==> src/rtl/pwm_pkg.sv <==
`default_nettype none
// ============================================================================
// Module      : pwm_pkg
// Description : Shared constants and capture FSM state type for PWM readback.
// Revision    : 1.0  initial release
// ============================================================================
package pwm_pkg;

    localparam int RESOLUTION_DEF = 8;

    typedef enum logic [1:0] {
        IDLE    = 2'd0,
        MEASURE = 2'd1,
        STUCK   = 2'd2
    } cap_state_t;

endpackage
`default_nettype wire

==> src/rtl/pwm_sync_edge.sv <==
`default_nettype none
// ============================================================================
// Module      : pwm_sync_edge
// Description : Two-flop synchroniser for an asynchronous input plus edge detect.
// Revision    : 1.0  initial release
// ============================================================================
module pwm_sync_edge (
    input  logic clk,
    input  logic rst,
    input  logic async_in,
    output logic sync_out,
    output logic rise,
    output logic fall
);

    logic s1_q;
    logic s2_q;
    logic s2_prev_q;

    always_ff @(posedge clk or negedge rst) begin
        if (!rst) begin
            s1_q      <= 1'b0;
            s2_q      <= 1'b0;
            s2_prev_q <= 1'b0;
        end else begin
            s1_q      <= async_in;
            s2_q      <= s1_q;
            s2_prev_q <= s2_q;
        end
    end

    assign sync_out = s2_q;
    assign rise     = s2_q & ~s2_prev_q;
    assign fall     = ~s2_q & s2_prev_q;

endmodule
`default_nettype wire

==> src/rtl/pwm_capture.sv <==
`default_nettype none
// ============================================================================
// Module      : pwm_capture
// Description : Measures high time and period of an asynchronous PWM input in
//               prescaler ticks and reports duty/period with a valid strobe.
// Revision    : 1.0  initial release
// ============================================================================
module pwm_capture
    import pwm_pkg::*;
#(
    parameter int RESOLUTION    = RESOLUTION_DEF,
    parameter int DVSR          = 4882,
    parameter int TIMEOUT_TICKS = 512,
    localparam int PW           = $clog2(TIMEOUT_TICKS) + 1
) (
    input  logic                  clk,
    input  logic                  rst,
    input  logic                  pwm_in,
    output logic [RESOLUTION-1:0] duty,
    output logic [PW-1:0]         period,
    output logic                  valid,
    output logic                  stuck
);

    localparam int CW = (DVSR > 1) ? $clog2(DVSR) : 1;
    localparam int HW = RESOLUTION + 1;

    localparam logic [CW-1:0]         CNT_LAST    = CW'(DVSR - 1);
    localparam logic [CW-1:0]         CNT_ONE     = CW'(1);
    localparam logic [PW-1:0]         PER_ONE     = PW'(1);
    localparam logic [PW-1:0]         PER_MAX     = {PW{1'b1}};
    localparam logic [PW-1:0]         PER_TIMEOUT = PW'(TIMEOUT_TICKS);
    localparam logic [HW-1:0]         HIGH_ONE    = HW'(1);
    localparam logic [HW-1:0]         HIGH_MAX    = {HW{1'b1}};
    localparam logic [RESOLUTION-1:0] DUTY_MAX    = {RESOLUTION{1'b1}};

    logic s2;
    logic rise;
    logic fall_unused;

    pwm_sync_edge u_sync (
        .clk      (clk),
        .rst      (rst),
        .async_in (pwm_in),
        .sync_out (s2),
        .rise     (rise),
        .fall     (fall_unused)
    );

    cap_state_t            state_q,    state_d;
    logic [CW-1:0]         cnt_q,      cnt_d;
    logic [PW-1:0]         per_acc_q,  per_acc_d;
    logic [HW-1:0]         high_acc_q, high_acc_d;
    logic [RESOLUTION-1:0] duty_q,     duty_d;
    logic [PW-1:0]         period_q,   period_d;
    logic                  valid_q,    valid_d;
    logic                  stuck_q,    stuck_d;

    logic                  tick;
    logic                  timeout;
    logic [RESOLUTION-1:0] duty_sat;

    assign tick     = (cnt_q == CNT_LAST);
    assign timeout  = (per_acc_q == PER_TIMEOUT);
    assign duty_sat = high_acc_q[RESOLUTION] ? DUTY_MAX : high_acc_q[RESOLUTION-1:0];

    always_ff @(posedge clk or negedge rst) begin
        if (!rst) begin
            state_q    <= IDLE;
            cnt_q      <= '0;
            per_acc_q  <= '0;
            high_acc_q <= '0;
            duty_q     <= '0;
            period_q   <= '0;
            valid_q    <= 1'b0;
            stuck_q    <= 1'b0;
        end else begin
            state_q    <= state_d;
            cnt_q      <= cnt_d;
            per_acc_q  <= per_acc_d;
            high_acc_q <= high_acc_d;
            duty_q     <= duty_d;
            period_q   <= period_d;
            valid_q    <= valid_d;
            stuck_q    <= stuck_d;
        end
    end

    always_comb begin
        state_d    = state_q;
        cnt_d      = cnt_q + CNT_ONE;
        per_acc_d  = per_acc_q;
        high_acc_d = high_acc_q;
        duty_d     = duty_q;
        period_d   = period_q;
        valid_d    = 1'b0;
        stuck_d    = stuck_q;

        if (tick) begin
            cnt_d = '0;
            if (per_acc_q != PER_MAX) begin
                per_acc_d = per_acc_q + PER_ONE;
            end
            if (s2 && (high_acc_q != HIGH_MAX)) begin
                high_acc_d = high_acc_q + HIGH_ONE;
            end
        end

        // The rise cycle is itself the first clock of the new period, so the
        // prescaler restarts at 1; a period of N*DVSR clocks then reads N ticks.
        if (rise) begin
            cnt_d      = CNT_ONE;
            per_acc_d  = '0;
            high_acc_d = '0;
        end

        case (state_q)
            IDLE: begin
                if (rise) begin
                    state_d = MEASURE;
                end else if (timeout) begin
                    state_d = STUCK;
                    stuck_d = 1'b1;
                end
            end
            MEASURE: begin
                if (rise) begin
                    duty_d   = duty_sat;
                    period_d = per_acc_q;
                    valid_d  = 1'b1;
                end else if (timeout) begin
                    state_d  = STUCK;
                    stuck_d  = 1'b1;
                    duty_d   = s2 ? DUTY_MAX : '0;
                    period_d = '0;
                    valid_d  = 1'b1;
                end
            end
            STUCK: begin
                if (rise) begin
                    state_d = MEASURE;
                    stuck_d = 1'b0;
                end
            end
            default: begin
                state_d = IDLE;
            end
        endcase
    end

    assign duty   = duty_q;
    assign period = period_q;
    assign valid  = valid_q;
    assign stuck  = stuck_q;

endmodule
`default_nettype wire
==> config.mk <==
export PLATFORM = sky130hd
export DESIGN_NAME = pwm_capture
export DESIGN_NICKNAME = d
export VERILOG_FILES = /design/src/rtl/pwm_pkg.sv /design/src/rtl/pwm_sync_edge.sv /design/src/rtl/pwm_capture.sv
export SDC_FILE = /design/constraint.sdc
export NUM_CORES = 1
export LEC_CHECK = 0
export ABC_AREA = 1
export BUFFER_PORTS_ARGS = -buffer_cell sky130_fd_sc_hd__buf_2
export CAP_MARGIN = 0
export CORE_ASPECT_RATIO = 0.7
export CORE_MARGIN = 2
export CORE_UTILIZATION = 40
export CTS_CLUSTER_SIZE = 12
export DETAILED_ROUTE_END_ITERATION = 6
export MAX_ROUTING_LAYER = met4
export PLACE_DENSITY_LB_ADDON = 0.05
export SLEW_MARGIN = 10
export SYNTH_ARGS = -nofsm -noshare
export SYNTH_HDL_FRONTEND = slang
export SYNTH_SLANG_ARGS = --single-unit
==> constraint.sdc <==
create_clock -name clk -period 1.55 [get_ports clk]
set_input_delay 0.2325 -clock clk [delete_from_list [all_inputs] [get_ports clk]]
set_output_delay 0.2325 -clock clk [all_outputs]
set_load 0.02 [all_outputs]
* Yosys cells after proc, flatten, opt, wreduce, memory -nomap -nowiden
Cells that the tools add are included.
** Word-level totals
- Bits in registers :: 57
- Input bits :: 3
- Word-level logic and storage cells :: 65
** Operators by class
- Add/subtract/negate cells :: 3
- Equal/unequal tests :: 10
- Muxes and demuxes :: 26
- Bitwise logic cells :: 2
- Reduce and logical (&&, ||, !) cells :: 13
** Operator list (count)
- $mux 10 :: 5
- $mux 8 :: 4
- $mux 9 :: 3
- $mux 13 :: 2
- $add 13x1->13 const B :: 1
- $eq 13x13->1 const B :: 1
- $add 10x1->10 const B :: 1
- $eq 10x10->1 const B :: 1
- $ne 10x10->1 const B :: 1
- $reduce_bool 2->1 :: 5
- $add 9x1->9 const B :: 1
- $ne 9x9->1 const B :: 1
- $mux 2 :: 4
- $reduce_and 2->1 :: 4
- $mux 1 :: 6
- $ne 2x2->1 const B :: 3
- $pmux 2 s3 :: 1
- $reduce_and 4->1 :: 1
- $eq 2x1->1 const B :: 1
- $eq 2x2->1 const B :: 1
- $logic_not 2->1 :: 1
- $ne 2x1->1 const B :: 1
- $pmux 1 s2 :: 1
- $reduce_or 2->1 :: 1
- 3 further kinds :: 3

* Longest topological paths before layout
Gate-level depths: netlist (run 1).
- Word-level depth :: 5
- Gate-level depth with buffers :: 10
- Depth with buffers taken out :: 10

* Hierarchy
A second synthesis (run 1) with hierarchy kept.
** Second synthesis, totals
- Cells, all modules :: 383
- Area, all modules :: 3055.4 µm²
** By module, submodules not included
- pwm_capture :: times used 1, cells an instance 376, area each 2965.3 µm²
- pwm_sync_edge :: times used 1, cells an instance 7, area each 90.1 µm²

* Worst setup path before layout (run 1)
OpenSTA, ideal clock, no wires.
- Path kind :: register -> register
- From :: reg high_acc_q[0]
- To :: reg high_acc_q[6]
- Library setup time :: 0.118 ns
- Arrival :: 1.523 ns
- Path slack :: -0.091 ns
- Cell stages (with the launch flop) :: 10
- Buffers on the path :: 1
- Path through :: dfrtp_1 -> ha_1 -> nand4_1 -> nor2_1 -> ha_1 -> a21boi_1 -> nand2_4 -> buf_6 -> nand2_1 -> o21ai_2
** On the way
- Word-level cells in the longest chain between the ends :: 4
** RTL lines
- start: declaration :: line pwm_capture.sv:53 : logic [HW-1:0] high_acc_q, high_acc_d;
- start signal: assignment :: line pwm_capture.sv:81 : high_acc_q <= high_acc_d;
- $add 9x1->9 or $ne 9x9->1 (tied branches) :: line pwm_capture.sv:105, pwm_capture.sv:104
- $mux 9 or $logic_and 1x1->1 (tied branches) :: line pwm_capture.sv:104 : if (s2 && (high_acc_q != HIGH_MAX)) begin
- $mux 9 or $reduce_bool 2->1 (tied branches)
- $mux 9 or $reduce_and 2->1 (tied branches)
Several ways; a longest one is shown, not always the timed one. The select of a mux whose other input is x is not followed.
A chain may end at the register's enable or synchronous reset.

* Worst setup path after layout (run 1)
- From :: reg high_acc_q[0]
- To :: reg high_acc_q[1]
The elaborated chain is that of the path after synthesis.

==> results of run 1 <==
-- metrics by stage --
step	total power [uW]	std cells	util [%]
floorplan	2260	367	-
global placement	2560	511	48.1
detailed placement	2570	511	48.1
CTS	3800	527	50.5
global route	4130	539	54.6
finish	3890	539	54.6
-- kinds of logic after synthesis --
| family | after synthesis |
|---|---|
| simple gates | 194 |
| compound gates | 53 |
| xor+xnor | 5 |
| flops | 57 |
| buf+inv | 52 |
| fa+ha+maj | 6 |
-- final timing paths --
path	slack, ns	end	from
hold reg to reg	0.35	u_sync.sync_out	u_sync.s1_q
max in group asynchronous	0.86	per_acc_q[1]	rst
hold / removal	0.35	u_sync.sync_out	u_sync.s1_q
setup reg to reg	-0.009	high_acc_q[1]	high_acc_q[0]
min in group asynchronous	0.42	cnt_q[9]	rst
setup / recovery	-0.009	high_acc_q[1]	high_acc_q[0]
-- synth_stat cells --
cell type | number | area [sq um]
clkbuf_1 | 2 | 7.51
nor2_4 | 1 | 11.3
buf_6 | 4 | 45.0
nor3_2 | 1 | 10.0
o21ai_2 | 34 | 298
xnor2_1 | 1 | 8.76
nand3_1 | 22 | 110
nand2_2 | 9 | 56.3
o22ai_1 | 1 | 6.26
a21oi_1 | 2 | 10.0
buf_2 | 2 | 10.0
nor2_2 | 3 | 18.8
nor2_1 | 31 | 116
nor3_1 | 4 | 20.0
nand2_4 | 4 | 45.0
a21boi_1 | 1 | 7.51
buf_12 | 1 | 20.0
inv_1 | 37 | 139
nand4_1 | 6 | 37.5
buf_1 | 1 | 3.75
nand2_1 | 105 | 394
buf_8 | 1 | 15.0
ha_1 | 6 | 75.1
dfrtp_1 | 57 | 1430
o211ai_1 | 1 | 7.51
nand3_2 | 2 | 20.0
o31ai_1 | 2 | 15.0
nand3b_1 | 1 | 7.51
o21bai_1 | 1 | 7.51
o21ai_0 | 11 | 55.1
or2_2 | 5 | 31.3
inv_2 | 4 | 15.0
xor2_1 | 4 | 35.0
-- flip-flops by register name, indices dropped and copies added, names as in the netlist --
name              flops
cnt_q                13
u_sync.sync_out       1
period               10
stuck                 1
valid                 1
per_acc_q            10
duty                  8
u_sync.s1_q           1
state_q               2
high_acc_q            9
u_sync.s2_prev_q      1
-- area by class of cell --
type / instances / share of cell area [%]
clock buffers: 14 / 4.03
multi-input cells: 260 / 38.6
flip-flops and latches: 57 / 35.4
well taps: 98 / 3.04
repair buffers: 69 / 15.1
inverters: 41 / 3.82
-- what timing repair did --
action	in CTS	in global routing
gates resized for setup	0	48
endpoints found under the hold margin	58	0
setup endpoints to repair	0	42
buffers inserted	0	6
hold buffers	2	0
-- cells in the final DEF (no fill, tap or decap), drive strengths merged --
master / count
nand2: 120
o21bai: 1
or2: 5
a21boi: 1
dlygate4sd3: 2
o31ai: 2
nand4: 6
a21oi: 2
inv: 41
xor2: 4
nor3: 5
o21ai: 45
clkbuf: 18
nand3b: 1
buf: 63
xnor2: 1
nand3: 24
dfrtp: 57
ha: 6
o22ai: 1
o211ai: 1
nor2: 35
-- power by group --
part           switching [uW]  internal (uW)  leakage (uW)
Combinational             519            422       0.00115
Sequential                114           1630      0.000760
Clock                     552            651     0.0000826
-- worst reg2reg max path: cells and delay by family (launching register included) --
kind	cells	cell delay, ns
flops	1	0.39
simple gates	4	0.38
fa+ha+maj	2	0.37
compound gates	2	0.30
-- layer usage --
metal	vias to the layer above	share of wire (%)	GRT usage [%]
met5	-	0	-
met4	0	0.91	5.38
met3	9	3.6	5.80
met2	33	41	23.4
met1	1187	54	25.2
li1	1313	-	-
==> impl_metrics.ini, run 1 <==
[run_status]
outcome = finished, violations left
violations = negative setup slack

[route]
drc = 0
drt_wl_total_mm = 7.04
first_iter_violations = 96
firstDrtPassIters = 4
vias_per_cell = 4.72
ant_nets = 0
wl_per_cell_microns = 13.1
vias = 2542

[sta]
rsz0062_at_grt = yes
fin_crit_ns = 1.56
setup_ws_ns = -0.00917
hold_viol_final = 0
setup_violations = 4
min_period_over_period_pct = 101
final.setup.tns_ns = -0.0272
max_freq_ghz = 0.641
drv_slew = 0
holdWs_ns = 0.349
maxSlewHeadroom_pct = 78.2
skew_ns = 0.00484
tightest_slew_ns = 0.326

[pwr]
leakage_uw = 0.00199
peakVddDrop_uv = 603
p_per_area_nw_per_um2 = 964

[place]
hpwl_mm = 4.48
post_dp_cell_area_sq_um = 3550
io_buffers = 22
post-place-ws_ns = 0.0281
gp_congestion = 0.847

[global_route]
grt_pass1_wl_mm = 11.1
grtUsageTotal_pct = 17.6
antenna_found_initial = 0
grt_max_degree = 58
first_global_vias = 2331
grt.overflow.total = 0

[floorplanning]
placementRows = 26
die_w_microns = 109
dieArea_sq_um = 8440
io_pins = 23
coreArea_sq_um = 7380
die_y_microns = 77.5
start_util_pct = 41.8

[setup_path]
critPathSlowestCell = dfrtp_1
critPathLaunchType = flip-flop
end_kind = flip-flop
crit_family = flip-flops
max_stage_delay_ns = 0.39
path_buf_inv = 0
crit_path_max_fanout = 4
worst_path_most_repeated_cell = ha_2
cp_num_cells = 8
r2r_cells = 8
critPathKind = reg -> reg
cp_data_arrival_time_ns = 1.79
crit_required_ns = 1.78
worstPathCellList = ha_2, nand4_1, nor2_1, ha_2, a21boi_4, nand2_2, nand2_1, o21ai_2

[layout]
n_antenna_cell = 0
layout-drive-gt1-share_pct = 41.3
nets = 447
seq_area_sq_um = 1430
design_area_sq_um = 4030
multi_input_area_sq_um = 1560
fillers = 681
area_delta_synth_final_pct = 30.7

[yosys]
syn_area_sq_um = 3090
synth_top_family_by_area = simple AND/OR/NAND/NOR gates
synth_xor_area_share_pct = 1.42
synth_compound_area_share_pct = 13.2
synth_cell_types = 33
syn_inst = 367
synth_adder_area_share_pct = 2.43
syn_area_per_cell_sq_um = 8.41
ys_seq_elements = 57
ys_seq_area_share_pct = 46.2
synthMuxAreaShare_pct = 0
syn_nets = 376
synth-simple-area-share_pct = 28.5
yosysWarnings = 0

[job]
max_cap_viol_count = 0

[clock_tree]
cts-root-buf = clkbuf_8
cts_sinks = 57
h-tree-depth = 3
cts_max_path_buffers = 2
cts_tree = done
clock_latency_ns = 0.34
clkSlewWorstSetupHoldPaths_ns = 0.06
cts_made_buffers = 9

[worst_hold_path]
hold_path.class = reg -> reg
hold_path_depth = 0
Note: power is estimated with default switching activity, not from simulation.
==> run 2, diff against run 1 <==
Settings changed: CORE_ASPECT_RATIO 0.7 to 1.25, PLACE_DENSITY_LB_ADDON 0.05 to unset.
==> run 2 against run 1 <==
  * The flow still finishes with violations (negative setup slack)
  * Hold slack got worse by 0.021 ns
  * Die area about the same
  * Largest power group unchanged
  * Critical path type unchanged
  * Fmax decreased by 0.39%
  * Worst setup slack got worse by 0.0062 ns
  * Non-clock buffer count decreased by 8
  * Highest routed layer unchanged
  * Combinational power decreased by 9.7%
==> impl_metrics.ini, run 2 (synthesis results as in run 1) <==
[layout]
fillers = 701
largest_register = cnt_q
nets = 440
area_delta_synth_final_pct = 26.9
largest_reg_flops = 13
finalNonFillerCells = 528
layout-drive-gt1-share_pct = 35.3
final_cell_mix = nand2_1, dfrtp_1, inv_1
final_common_cell = nand2_1
n_antenna_cell = 0

[setup_path]
critPathSlowestCell = dfrtp_1
worstPathCellList = ha_2, nand4_1, nor2_1, ha_2, a21boi_4, nand2_4, nand2_2, o21ai_2
worst_path_most_repeated_cell = ha_2
cp_data_arrival_time_ns = 1.80
critPathKind = reg -> reg
critPathLaunchType = flip-flop
crit_path_max_fanout = 8
end_kind = flip-flop
crit_required_ns = 1.78
max_stage_delay_ns = 0.38

[floorplanning]
die_y_microns = 102
placementRows = 35
dieArea_sq_um = 8440
io_pins = 23
coreArea_sq_um = 7440
start_util_pct = 41.4
die_w_microns = 82.6

[sta]
setup_violations = 4
maxSlewHeadroom_pct = 76.5
skew_ns = 0.0108
max_freq_ghz = 0.639
final.setup.tns_ns = -0.0377
drv_slew = 0
hold_viol_final = 0
min_period_over_period_pct = 101
setup_ws_ns = -0.0153
fin_crit_ns = 1.57
tightest_slew_ns = 0.353
rsz0062_at_grt = yes

[place]
io_buffers = 22
hpwl_mm = 4.50
post-place-ws_ns = 0.0298
gp_congestion = 0.805
place_inst = 501

[route]
firstDrtPassIters = 4
drt_wl_total_mm = 6.93
drc = 0
vias_per_cell = 4.91
ant_nets = 0
wl_per_cell_microns = 13.1
first_iter_violations = 130
vias = 2591

[pwr]
p_per_area_nw_per_um2 = 1050
clkPwrFrac_pct = 37.1
p_switching_uw = 1230
combPwrFrac_pct = 20.6
p_int_uw = 2890
leakage_uw = 0.00193
seqPwrFrac_pct = 42.3
p_sw_share_pct = 29.8
peakVddDrop_uv = 539

[worst_hold_path]
hold_path.class = in -> async

[global_route]
antenna_found_initial = 0
first_global_vias = 2440
grt_max_degree = 45
grt.overflow.total = 0
grt_pass1_wl_mm = 10.8
grtUsageTotal_pct = 17.3

[clock_tree]
clkSlewWorstSetupHoldPaths_ns = 0.07
cts_made_buffers = 9
h-tree-depth = 3
cts-root-buf = clkbuf_8
cts_tree = done
cts_sinks = 57
clock_latency_ns = 0.34
cts_max_path_buffers = 2

[run_status]
violations = negative setup slack
outcome = finished, violations left

[job]
max_cap_viol_count = 0
-- run 2: path summary, 6_finish.rpt --
path	startpoint	endpoint	slack (ns)	depth (start not counted)
max reg2reg	high_acc_q[0]	high_acc_q[0]	-0.02	8
max	high_acc_q[0]	high_acc_q[0]	-0.02	8
min in group clk	u_sync.s1_q	u_sync.sync_out	0.35	0
min reg2reg	u_sync.s1_q	u_sync.sync_out	0.35	0
max in group asynchronous	rst	high_acc_q[0]	0.67	3
min	rst	stuck	0.33	2
-- run 2: worst max-delay path, delay by kind of cell (launching register included) --
kind	cells	cell delay, ns
AO/OA/AOI/OAI	2	0.31
flip-flops	1	0.38
AND/OR/NAND/NOR	4	0.39
adder cells (fa/ha/maj)	2	0.38
-- run 2: layout make-up --
| class | instances | area (sq um) | area share [%] |
|---|---|---|---|
| Multi-Input combinational cell | 261 | 1500 | 38.4 |
| Clock buffer | 11 | 131 | 3.36 |
| Inverter | 41 | 154 | 3.93 |
| Timing Repair Buffer | 61 | 504 | 12.9 |
| Tap cell | 92 | 115 | 2.94 |
| Clock inverter | 5 | 80.1 | 2.05 |
| Sequential cell | 57 | 1430 | 36.4 |
-- run 2: per-layer routing --
metal / global-route usage, % / routed length, microns / vias to the layer above
met5: - / 0 / -
met4: 7.69 / 172 / 0
met3: 3.80 / 160 / 15
met2: 28.1 / 3550 / 38
met1: 20.5 / 3050 / 1237
li1: - / - / 1301
-- run 2: what timing repair did --
item | CTS | global route
endpoints found under the setup margin | 0 | 42
resized for setup | 0 | 23
hold endpoints to repair | 14 | 0
hold buffers | 2 | 0
buffers inserted | 0 | 4
-- run 2: power groups by stage --
stage,combinational [uW],sequential [uW],clock [uW]
4_1_cts,787,1740,1550
5_1_grt,956,1760,1630
3_5_place_dp,774,1770,0
6_report,850,1740,1530
3_3_place_gp,764,1760,0
2_1_floorplan,444,1810,0
-- run 2: metrics by stage --
stage / power (uW) / utilization, % / cell area, sq um / hold WS, ns
floorplan: 2260 / - / 3090 / -0.0631
global placement: 2520 / 46.7 / 3470 / 0.154
detailed placement: 2540 / 46.7 / 3470 / 0.154
CTS: 4080 / 49.8 / 3700 / 0.327
global route: 4350 / 52.6 / 3920 / 0.356
finish: 4120 / 52.6 / 3920 / 0.328
==> run 3, diff against run 2 <==
Settings changed: CORE_UTILIZATION 40 to 54, PLACE_DENSITY set to 0.76, RECOVER_POWER set to 100.
==> run 3 against run 2 <==
  * The flow still finishes with violations (negative setup slack)
  * Hold slack better by 0.032 ns
  * Wire length is 7.7% higher
  * Sequential cell count stayed put
  * Cell area is 1.6% higher
  * Critical endpoint is now duty[3]
==> impl_metrics.ini, run 3 (synthesis results as in run 1) <==
[run_status]
outcome = finished, violations left
violations = negative setup slack

[layout]
area_delta_synth_final_pct = 28.9
largest_register = cnt_q
fillers = 399
final_cell_mix = nand2_1, dfrtp_1, inv_1, o21ai_2, buf_4
utilization_pct = 72.6
layout-drive-gt1-share_pct = 36.7
final_common_cell = nand2_1
finalNonFillerCells = 500
n_antenna_cell = 0
largest_reg_flops = 13
nets = 440

[floorplanning]
die_y_microns = 88.5
die_w_microns = 71.6
coreArea_sq_um = 5480
dieArea_sq_um = 6340
io_pins = 23
placementRows = 30
start_util_pct = 56.3

[pwr]
power_uw = 4070
p_per_area_nw_per_um2 = 1020
leakage_uw = 0.00190
peakVddDrop_uv = 736

[sta]
drv_slew = 0
hold_viol_final = 0
setup_ws_ns = -0.0240
setup_violations = 5
maxSlewHeadroom_pct = 41.7
skew_ns = 0.0103
tightest_slew_ns = 0.874
holdWs_ns = 0.360
rsz0062_at_grt = yes
min_period_over_period_pct = 102
max_freq_ghz = 0.635
fin_crit_ns = 1.57

[route]
drc = 0
vias_per_cell = 5.37
ant_nets = 0
vias = 2686
first_iter_violations = 173
firstDrtPassIters = 4
drt_wl_total_mm = 7.47
wl_per_cell_microns = 14.9

[global_route]
first_global_vias = 2531
grt.overflow.total = 0
grt_max_degree = 44
antenna_found_initial = 0
grt_pass1_wl_mm = 11.3
grtUsageTotal_pct = 23.8
use_met3_pct = 6.04
busiest_layer = met2
met2_usage_pct = 39.6
met1_usage_pct = 27.6

[clock_tree]
cts_tree = done
cts_made_buffers = 9
cts_max_path_buffers = 2
clkSlewWorstSetupHoldPaths_ns = 0.07
h-tree-depth = 3
cts_sinks = 57
clock_latency_ns = 0.34
cts-root-buf = clkbuf_8

[place]
place_inst = 468
io_buffers = 22
hpwl_mm = 4.47
gp_congestion = 0.859

[setup_path]
end_kind = flip-flop
cp_data_arrival_time_ns = 1.80
crit_required_ns = 1.78
critPathLaunchType = flip-flop
crit_path_max_fanout = 6
critPathKind = reg -> reg

[job]
max_cap_viol_count = 0

[worst_hold_path]
hold_path.class = reg -> reg
-- run 3: power breakdown --
part	leakage, uW	internal [uW]	switching, uW	total (uW)
Clock	0.0000953	780	606	1390
Sequential	0.000762	1630	138	1770
Combinational	0.00104	383	539	922
-- run 3: area by class of cell --
| cell class | instances | area, sq um | area share, % |
|---|---|---|---|
| Multi-Input combinational cell | 262 | 1660 | 41.7 |
| Clock inverter | 5 | 55.1 | 1.38 |
| Inverter | 41 | 154 | 3.87 |
| Tap cell | 64 | 80.1 | 2.01 |
| Timing Repair Buffer | 60 | 462 | 11.6 |
| Sequential cell | 57 | 1430 | 35.9 |
| Clock buffer | 11 | 141 | 3.55 |
-- run 3: per-stage QoR --
stage	worst slack (ns)	TNS [ns]	area, sq um
after floorplan	0.0138	0	3090
after global placement	0.0339	0	3410
after detailed placement	-0.00274	-0.00365	3410
after CTS	0.00453	0	3660
after global routing	-0.0975	-4.05	3980
final	-0.0240	-0.0658	3980
-- run 3: path summary, 6_finish.rpt --
| check | endpoint | slack, ns | cells past startpoint | startpoint |
|---|---|---|---|---|
| max in group asynchronous | duty[2] | 0.16 | 3 | rst |
| worst max-delay path | duty[3] | -0.02 | 10 | per_acc_q[0] |
| min in group asynchronous | period[1] | 0.52 | 2 | rst |
| worst min-delay path | u_sync.sync_out | 0.36 | 0 | u_sync.s1_q |
| worst max register to register | duty[3] | -0.02 | 10 | per_acc_q[0] |
| worst min register to register | u_sync.sync_out | 0.36 | 0 | u_sync.s1_q |
-- run 3: per-layer routing --
layer,vias to the layer above,part of all wire [%]
met5,-,0
met2,56,52
li1,1305,-
met3,16,3.5
met1,1309,42
met4,0,2.3
-- run 3: critical path, cell delays in order, from the launching register on --
cell and delay [ns]:
dfrtp_1 0.43, inv_2 0.08, ha_2 0.17, nand2_2 0.05, nor2_2 0.09, nand3_2 0.10, nand2_2 0.10, nand2_4 0.12
clkbuf_16 0.21, nand2_2 0.06, o21ai_2 0.05
-- run 3: timing repair --
action                                  CTS  global route
pin swaps                                 1            11
endpoints found under the setup margin   20            42
gates resized for setup                   5            53
hold endpoints to repair                 15             0
hold buffers                              2             0
gates cloned                              1             6
setup buffers                             0             7
